<file path="src/rtl/countdown_timer_bcd.sv">
// rtl/countdown_timer_bcd.sv - BCD countdown timer with prescaler, reload, bonus time and sticky time-up flag
// The count always holds valid BCD; loads are clamped per digit and additions saturate at all nines.

module countdown_timer_bcd #(
    parameter int NUM_DIGITS  = 2,
    parameter int TICK_CYCLES = 50000000,
    parameter logic [4*NUM_DIGITS-1:0] RESET_VALUE    = 8'h30,
    parameter logic [4*NUM_DIGITS-1:0] BONUS_VALUE    = 8'h05,
    parameter logic [4*NUM_DIGITS-1:0] WARN_THRESHOLD = 8'h05
) (
    input  logic                    Clock,
    input  logic                    Reset,
    input  logic                    Enable,
    input  logic                    Reconfig,
    input  logic [4*NUM_DIGITS-1:0] LoadValue,
    input  logic                    Bonus,
    output logic [4*NUM_DIGITS-1:0] Digits,
    output logic                    Tick,
    output logic                    TimeUp,
    output logic                    Warning
);

    localparam int W  = 4 * NUM_DIGITS;
    localparam int PW = (TICK_CYCLES > 2) ? $clog2(TICK_CYCLES) : 1;
    localparam logic [PW-1:0] PRE_MAX = PW'(TICK_CYCLES - 1);

    logic [W-1:0]  count_q, count_d;
    logic [PW-1:0] prescaler_q, prescaler_d;
    logic          tick_q, tick_d;
    logic          time_up_q, time_up_d;

    function automatic logic [W-1:0] bcd_clamp(input logic [W-1:0] v);
        logic [W-1:0] r;
        r = v;
        for (int i = 0; i < NUM_DIGITS; i++) begin
            if (v[4*i +: 4] > 4'd9) r[4*i +: 4] = 4'd9;
        end
        return r;
    endfunction

    // Ripple borrow from the ones digit upward; a zero digit becomes nine.
    function automatic logic [W-1:0] bcd_dec(input logic [W-1:0] v);
        logic [W-1:0] r;
        logic         borrow;
        r      = v;
        borrow = 1'b1;
        for (int i = 0; i < NUM_DIGITS; i++) begin
            if (borrow) begin
                if (v[4*i +: 4] == 4'd0) begin
                    r[4*i +: 4] = 4'd9;
                end else begin
                    r[4*i +: 4] = v[4*i +: 4] - 4'd1;
                    borrow      = 1'b0;
                end
            end
        end
        return r;
    endfunction

    function automatic logic [W-1:0] bcd_add_sat(input logic [W-1:0] a, input logic [W-1:0] b);
        logic [W-1:0] r;
        logic [4:0]   s;
        logic         carry;
        r     = '0;
        carry = 1'b0;
        for (int i = 0; i < NUM_DIGITS; i++) begin
            s = {1'b0, a[4*i +: 4]} + {1'b0, b[4*i +: 4]} + {4'b0, carry};
            if (s > 5'd9) begin
                r[4*i +: 4] = 4'(s - 5'd10);
                carry       = 1'b1;
            end else begin
                r[4*i +: 4] = s[3:0];
                carry       = 1'b0;
            end
        end
        if (carry) r = {NUM_DIGITS{4'h9}};
        return r;
    endfunction

    logic [W-1:0] bonus_clamped;
    logic [W-1:0] load_clamped;
    logic [W-1:0] next_count;
    logic         running;
    logic         at_wrap;

    assign bonus_clamped = bcd_clamp(BONUS_VALUE);
    assign load_clamped  = bcd_clamp(LoadValue);
    assign running       = Enable && !time_up_q;
    assign at_wrap       = running && (prescaler_q == PRE_MAX);

    always_comb begin
        prescaler_d = prescaler_q;
        count_d     = count_q;
        tick_d      = 1'b0;
        time_up_d   = time_up_q;
        next_count  = count_q;

        if (Reconfig) begin
            count_d     = load_clamped;
            prescaler_d = '0;
            time_up_d   = (load_clamped == '0);
        end else if (time_up_q) begin
            prescaler_d = '0;
        end else begin
            if (running) begin
                prescaler_d = at_wrap ? '0 : prescaler_q + 1'b1;
            end
            // Decrement first so a coincident bonus can rescue a count that would hit zero.
            if (at_wrap) begin
                next_count = (count_q == '0) ? count_q : bcd_dec(count_q);
                tick_d     = 1'b1;
            end
            if (Bonus) begin
                next_count = bcd_add_sat(next_count, bonus_clamped);
            end
            count_d = next_count;
            if (at_wrap || Bonus) begin
                time_up_d = (next_count == '0);
            end
        end
    end

    always_ff @(posedge Clock) begin
        if (Reset) begin
            count_q     <= RESET_VALUE;
            prescaler_q <= '0;
            tick_q      <= 1'b0;
            time_up_q   <= 1'b0;
        end else begin
            count_q     <= count_d;
            prescaler_q <= prescaler_d;
            tick_q      <= tick_d;
            time_up_q   <= time_up_d;
        end
    end

    assign Digits  = count_q;
    assign Tick    = tick_q;
    assign TimeUp  = time_up_q;
    assign Warning = (count_q <= WARN_THRESHOLD) && !time_up_q;

endmodule

</file>
<file path="config.mk">
export PLATFORM = sky130hd
export DESIGN_NAME = countdown_timer_bcd
export DESIGN_NICKNAME = d
export VERILOG_FILES = /design/src/rtl/countdown_timer_bcd.sv
export SDC_FILE = /design/constraint.sdc
export NUM_CORES = 1
export LEC_CHECK = 0
export ABC_CLOCK_PERIOD_IN_PS = 4950
export CORE_MARGIN = 2
export CORE_UTILIZATION = 57
export CTS_CLUSTER_DIAMETER = 50
export DETAILED_ROUTE_END_ITERATION = 7
export GPL_TIMING_DRIVEN = 1
export PLACE_DENSITY_LB_ADDON = 0.1
export SYNTH_ARGS = -nofsm -noshare
export SYNTH_HDL_FRONTEND = slang
export SYNTH_SLANG_ARGS = --single-unit
</file>
<file path="constraint.sdc">
create_clock -name Clock -period 4.95 [get_ports Clock]
set_input_delay 0.7425 -clock Clock [delete_from_list [all_inputs] [get_ports Clock]]
set_output_delay 0.7425 -clock Clock [all_outputs]
set_load 0.005 [all_outputs]
</file>
==> impl_metrics.tcl <==
set metrics [dict create \
    run_status "complete, no violations" \
    antenna_found_initial 0 \
    fp.dieW_um 69.7 \
    cellLeakagePower_nw 1.02 \
    drv_slew 0 \
    rr_startpoint "Digits[0]$_SDFFE_PP0P_" \
    ant_nets 0 \
    synth.top_cells.by_area "dfxtp_1 29%, xor2_1 5.7%, nor2_1 5.3%" \
    layout-drive-gt1-share 0.0941 \
    finish.utilization 0.701 \
    hpwl_um 4670 \
    h-tree-depth 2 \
    slew_headroom 0.402 \
    seq_area_frac_synth 0.293 \
    rr_worst_depth 20 \
    worstPathRequired_ns 5.13 \
    crit_path_start "Digits[0]$_SDFFE_PP0P_" \
    firstDrtPassIters 4 \
    synthArstFlopShare 0 \
    gr-total-overflow 0 \
    clk_path_buf_depth 2 \
    yosysTopAreaCellShare 0.293 \
    worst_pin_slew_ns 0.898 \
    rsz0062_at_grt "false" \
    yosysTopAreaCell "dfxtp_1" \
    worst_path_most_repeated_cell "ha_1" \
    grt_pass1_vias 2331 \
    area.growth.synth_to_final_pct 16.5 \
    crit_family "simple AND/OR/NAND/NOR gates" \
    power.density_nw_per_um2 234 \
    syn_nets 333 \
    cts_buffers 5 \
    fill_cells 359 \
    tns_ns 0 \
    routedWlPerCell_um 16.0 \
    num_antenna_cells 0 \
    start_util 0.601 \
    grt_use_total 0.267 \
    die_area_um2 4850 \
    vias 2414 \
    path_class "flop to flop" \
    hold_path_depth 2 \
    cp-start-kind "flop" \
    synth_edf_count 0 \
    whs_ns 0.490 \
    finalHoldViolCount 0 \
    yosysWarnings 0 \
    skew_ns 0.00707 \
    clk_latency_ns 0.29 \
    stdcell_count 390 \
    grt_max_degree 25 \
    row_count 23 \
    worst_ep_arrival_time_ns 4.78 \
    grt_pass1_wl_um 10700 \
    nNetsFinal 361 \
    cts-root-buf "clkbuf_8" \
    synth_seq_cells 36 \
    seq_area_um2 721 \
    drc_errors 0 \
    crit_slowest_cell "or3b_2" \
    syn_avg_cell_area_um2 7.88 \
    max_freq_mhz 217 \
    cts_sinks 36 \
    cts_tree "built" \
    crit_buf_inv 3 \
    crit_path_end_kind "flop" \
    yosys_most_used_dff "dfxtp_1" \
    drv_cap 0 \
    hp-start "prescaler_q[1]$_SDFFE_PP0P_" \
    finalCritPeriodShare 0.929 \
    crit_chain "inv_1 -> ha_2 -> or3b_2 -> or2_1 -> a31o_2 -> o21ai_0 -> buf_4 -> ha_1 -> o22ai_1 -> nor2b_1 -> inv_1 -> ha_1 -> ha_1 -> nand3_1 -> a32o_1 -> and3_1 -> mux2i_4 -> nand3_1 -> a22o_1 -> a221oi_1" \
    final_cell_mix "36 x dfxtp_1, 35 x nor2_1, 28 x nand2_1" \
    wl_um 6230 \
    hold_path.class "flop to flop" \
    dp_cells 383 \
    yosysUniqueCellTypes 59 \
    ioPinCount 24 \
    routed_via_density 6.19 \
    drtIter0Drc 163 \
    path_clk_slew_ns 0.07 \
    fp.dieH_um 69.7 \
    port_buffers 23 \
    max_stage_delay_ns 0.52 \
    gp_congestion 0.991 \
    coreArea_um2 4090 \
    hold_buffers 0 \
    syn_inst 312 \
    crit_path_max_fanout 8 \
    finalSetupViolCount 0 \
    multiInputGateArea_um2 1630 \
    mostFrequentLayoutCell "dfxtp_1" \
    ir_drop_uv 115 \
    syn_area_um2 2460 \
    period_minus_slack_ns 4.60 \
    cp_num_cells 20 \
]
## layout make-up
type                       count  share of cell area
inverter                      19              0.0249
sequential                    36               0.252
tap                           50              0.0218
clock buffer                   6              0.0253
multi-input combinational    246               0.571
clock inverter                 1             0.00175
timing repair buffer          32               0.104
## worst paths after layout
kind | slack (ns) | endpoint
setup / recovery | 0.35 | Digits[0]$_SDFFE_PP0P_
hold reg to reg | 0.49 | prescaler_q[1]$_SDFFE_PP0P_
setup reg to reg | 0.35 | Digits[0]$_SDFFE_PP0P_
hold / removal | 0.49 | prescaler_q[1]$_SDFFE_PP0P_
## cell usage after synthesis (2+ instances only)
cell type / instances
nand4b_1: 2
dfxtp_1: 36
a21oi_1: 17
nand3_1: 10
mux2i_1: 3
nand4_1: 9
o21ai_0: 9
or3_1: 6
o31ai_1: 2
a41oi_1: 2
and2_1: 2
inv_1: 19
nor4bb_1: 2
or4_1: 3
a31oi_1: 7
and4_1: 3
clkbuf_1: 8
o311ai_1: 2
a221oi_1: 3
nor2b_1: 4
xor2_1: 16
nand2_1: 28
a32o_1: 2
and3_1: 8
buf_2: 2
o211ai_1: 2
nor3_1: 10
nand3b_1: 3
nand2b_1: 3
nor2_1: 35
nor4_1: 7
ha_1: 8
xnor2_1: 9
and4bb_2: 2
a21o_1: 3
a31o_2: 2
## what timing repair did
action,in CTS,in global routing
setup buffers,0,0
endpoints found under the setup margin,0,5
resized for setup,0,4
## tightest hold or removal path, stage by stage, from the launching register on
cell	delay [ns]
dfxtp_1	0.33
nand2_1	0.06
a21oi_1	0.05
## flip-flops by register name, summed over array words and instances (netlist names)
register,count
prescaler_q,26
Digits,8
Tick,1
TimeUp,1
## metrics by stage
step	instance area (µm²)	worst slack, ns	power [mW]
after floorplan	2460	0.641	0.417
after global placement	2770	0.231	0.469
after detailed placement	2770	0.113	0.471
after CTS	2850	0.249	0.668
after global routing	2860	0.00279	0.703
final	2860	0.351	0.669
## metal layers
| layer | vias up | GRT usage | wire length [µm] |
|---|---|---|---|
| met5 | - | 0 | 0 |
| met4 | 0 | 0.0919 | 110 |
| met3 | 13 | 0.0480 | 296 |
| met2 | 70 | 0.436 | 2940 |
| met1 | 1134 | 0.354 | 2890 |
| li1 | 1197 | - | - |
## logic make-up after synthesis
kind of cell	count (synthesis)	share of synthesized area
DFF	36	0.293
and+or+nand+nor	144	0.318
muxes	3	0.0122
AOI/OAI and AO/OA	66	0.198
xor gates and xnor gates	25	0.0891
buffers and inverters	30	0.0484
adders and majority gates	8	0.0407
## power by group
group	total (mW)	leakage [nW]	internal, mW	switching, mW
combinational	0.163	0.685	0.0758	0.0874
clock	0.196	0.0410	0.0956	0.101
sequential	0.310	0.292	0.296	0.0136
No activity file was read; power rests on OpenSTA's default activity.
==> patch (config.mk and constraints unchanged) <==
`NUM_DIGITS`: 2 -> 4.
--- a/src/rtl/countdown_timer_bcd.sv
+++ b/src/rtl/countdown_timer_bcd.sv
@@ -3,5 +3,5 @@
 
 module countdown_timer_bcd #(
-    parameter int NUM_DIGITS  = 2,
+    parameter int NUM_DIGITS  = 4,
     parameter int TICK_CYCLES = 50000000,
     parameter logic [4*NUM_DIGITS-1:0] RESET_VALUE    = 8'h30,
Ports: changed (resized Digits and LoadValue); port bits go from 24 to 40. The function was not compared with the original's and may differ.
==> patch against the unedited design <==
  * The flow now finishes with violations (negative setup slack)
  * Critical endpoint is now TimeUp$_SDFF_PP0_
  * Non-clock buffer count up 152
  * Clock skew down 0.0021 ns
  * Utilization up 18 points
  * Clock power up 57%
  * Synthesized area up 60%
  * Routed wire length rose to 2.6 times the old value
  * Sequential cell count up 8
  * Total power up 68%
  * Setup slack worse by 2.0 ns
  * Design area up 110%
==> patch: results (changes against the unedited design) <==
Run status
  • Result of the run: complete, but fails checks
  • Violated checks: negative setup slack

GRT
  • GR Util met3: 0.100 (+0.0525)
  • Maximum number of pins on one net before global-route repair: 36 (+44%)
  • All-layer global routing usage: 0.396 (+0.130)
  • Met1 Usage GRT: 0.500 (+0.146)

Worst hold path
  • Startpoint of the most critical hold path: prescaler_q[20]$_SDFFE_PP0P_
  • Min-Delay Endpoint: prescaler_q[20]$_SDFFE_PP0P_

Synth
  • Post-synthesis cell type count: 70 (+19%)
  • Synth top area cells: sky130_fd_sc_hd__dfxtp_1 22%, sky130_fd_sc_hd__nor2_1 6.0%, sky130_fd_sc_hd__ha_1 4.5%
  • Synth top cells by count: 63 x sky130_fd_sc_hd__nor2_1, 45 x sky130_fd_sc_hd__nand2_1, 44 x sky130_fd_sc_hd__dfxtp_1, 32 x sky130_fd_sc_hd__a21oi_1, 28 x sky130_fd_sc_hd__clkbuf_1

Layout
  • Fraction of area in multi-input gates: 0.547 (-0.0235)
  • Count of non-CTS buffers in the layout: 184 (+480%)
  • Register cell area after layout: 883 um2 (+23%)
  • Nets: 736 (+100%)
  • Non-clock buffer area fraction after layout: 0.253 (+0.149)
  • Comb_multi_in: 444 (+80%)
  • Ratio of cells with drive above 1 in the final layout: 0.319 (+0.225)
  • Count of sequential standard cells: 44 (+22%)

Power and ir drop
  • Power Sequential: 0.372 mW (+20%)
  • Maximum VDD drop: 0.164 mV (+43%)

Timing
  • Final-report setup violation count: 17 (+17)
  • Clock skew: 0.00502 ns (-0.00205 ns)
  • Setup WS post-layout: -1.63 ns (-1.98 ns)

Drt
  • Post-DR wirelength/cell: 20.5 um (+28%)
  • Met2 Wirelength: 7040 um (+140%)

CTS
  • Clock edge transition at the registers on the reported setup and hold paths: 0.10 ns (+0.03 ns)

Floorplan
  • Well tap count: 80 (+60%)

Worst setup path
  • Data arrival time at the worst-slack endpoint: 6.82 ns (+2.04 ns)
  • Peak fanout along the critical path: 6 (-2)

Place
  • Weighted congestion reported at the end of routability-driven placement: 1.06 (+6.8%)
patch: cell count changes after synthesis, moves of 9 or more:
cell and delta:
sky130_fd_sc_hd__a211oi_1 +9, sky130_fd_sc_hd__a21oi_1 +15, sky130_fd_sc_hd__clkbuf_1 +20, sky130_fd_sc_hd__nand2_1 +17
sky130_fd_sc_hd__nand3_1 +15, sky130_fd_sc_hd__nand4_1 +11, sky130_fd_sc_hd__nor2_1 +28, sky130_fd_sc_hd__nor3_1 +9
sky130_fd_sc_hd__nor4_1 +9, sky130_fd_sc_hd__o21ai_0 +11, sky130_fd_sc_hd__or3_1 +11
patch: logic make-up (layout without fill, tap and decap cells):
group / count (synthesis) / count (layout) / share of synthesized area
AO/OA/AOI/OAI: 128 / 128 / 0.227
flip-flops: 44 / 44 / 0.224
buffers and inverters: 55 / 214 / 0.0550
multiplexers: 10 / 10 / 0.0264
adder cells (fa/ha/maj): 14 / 14 / 0.0445
XOR/XNOR: 28 / 28 / 0.0623
AND/OR/NAND/NOR: 264 / 264 / 0.360
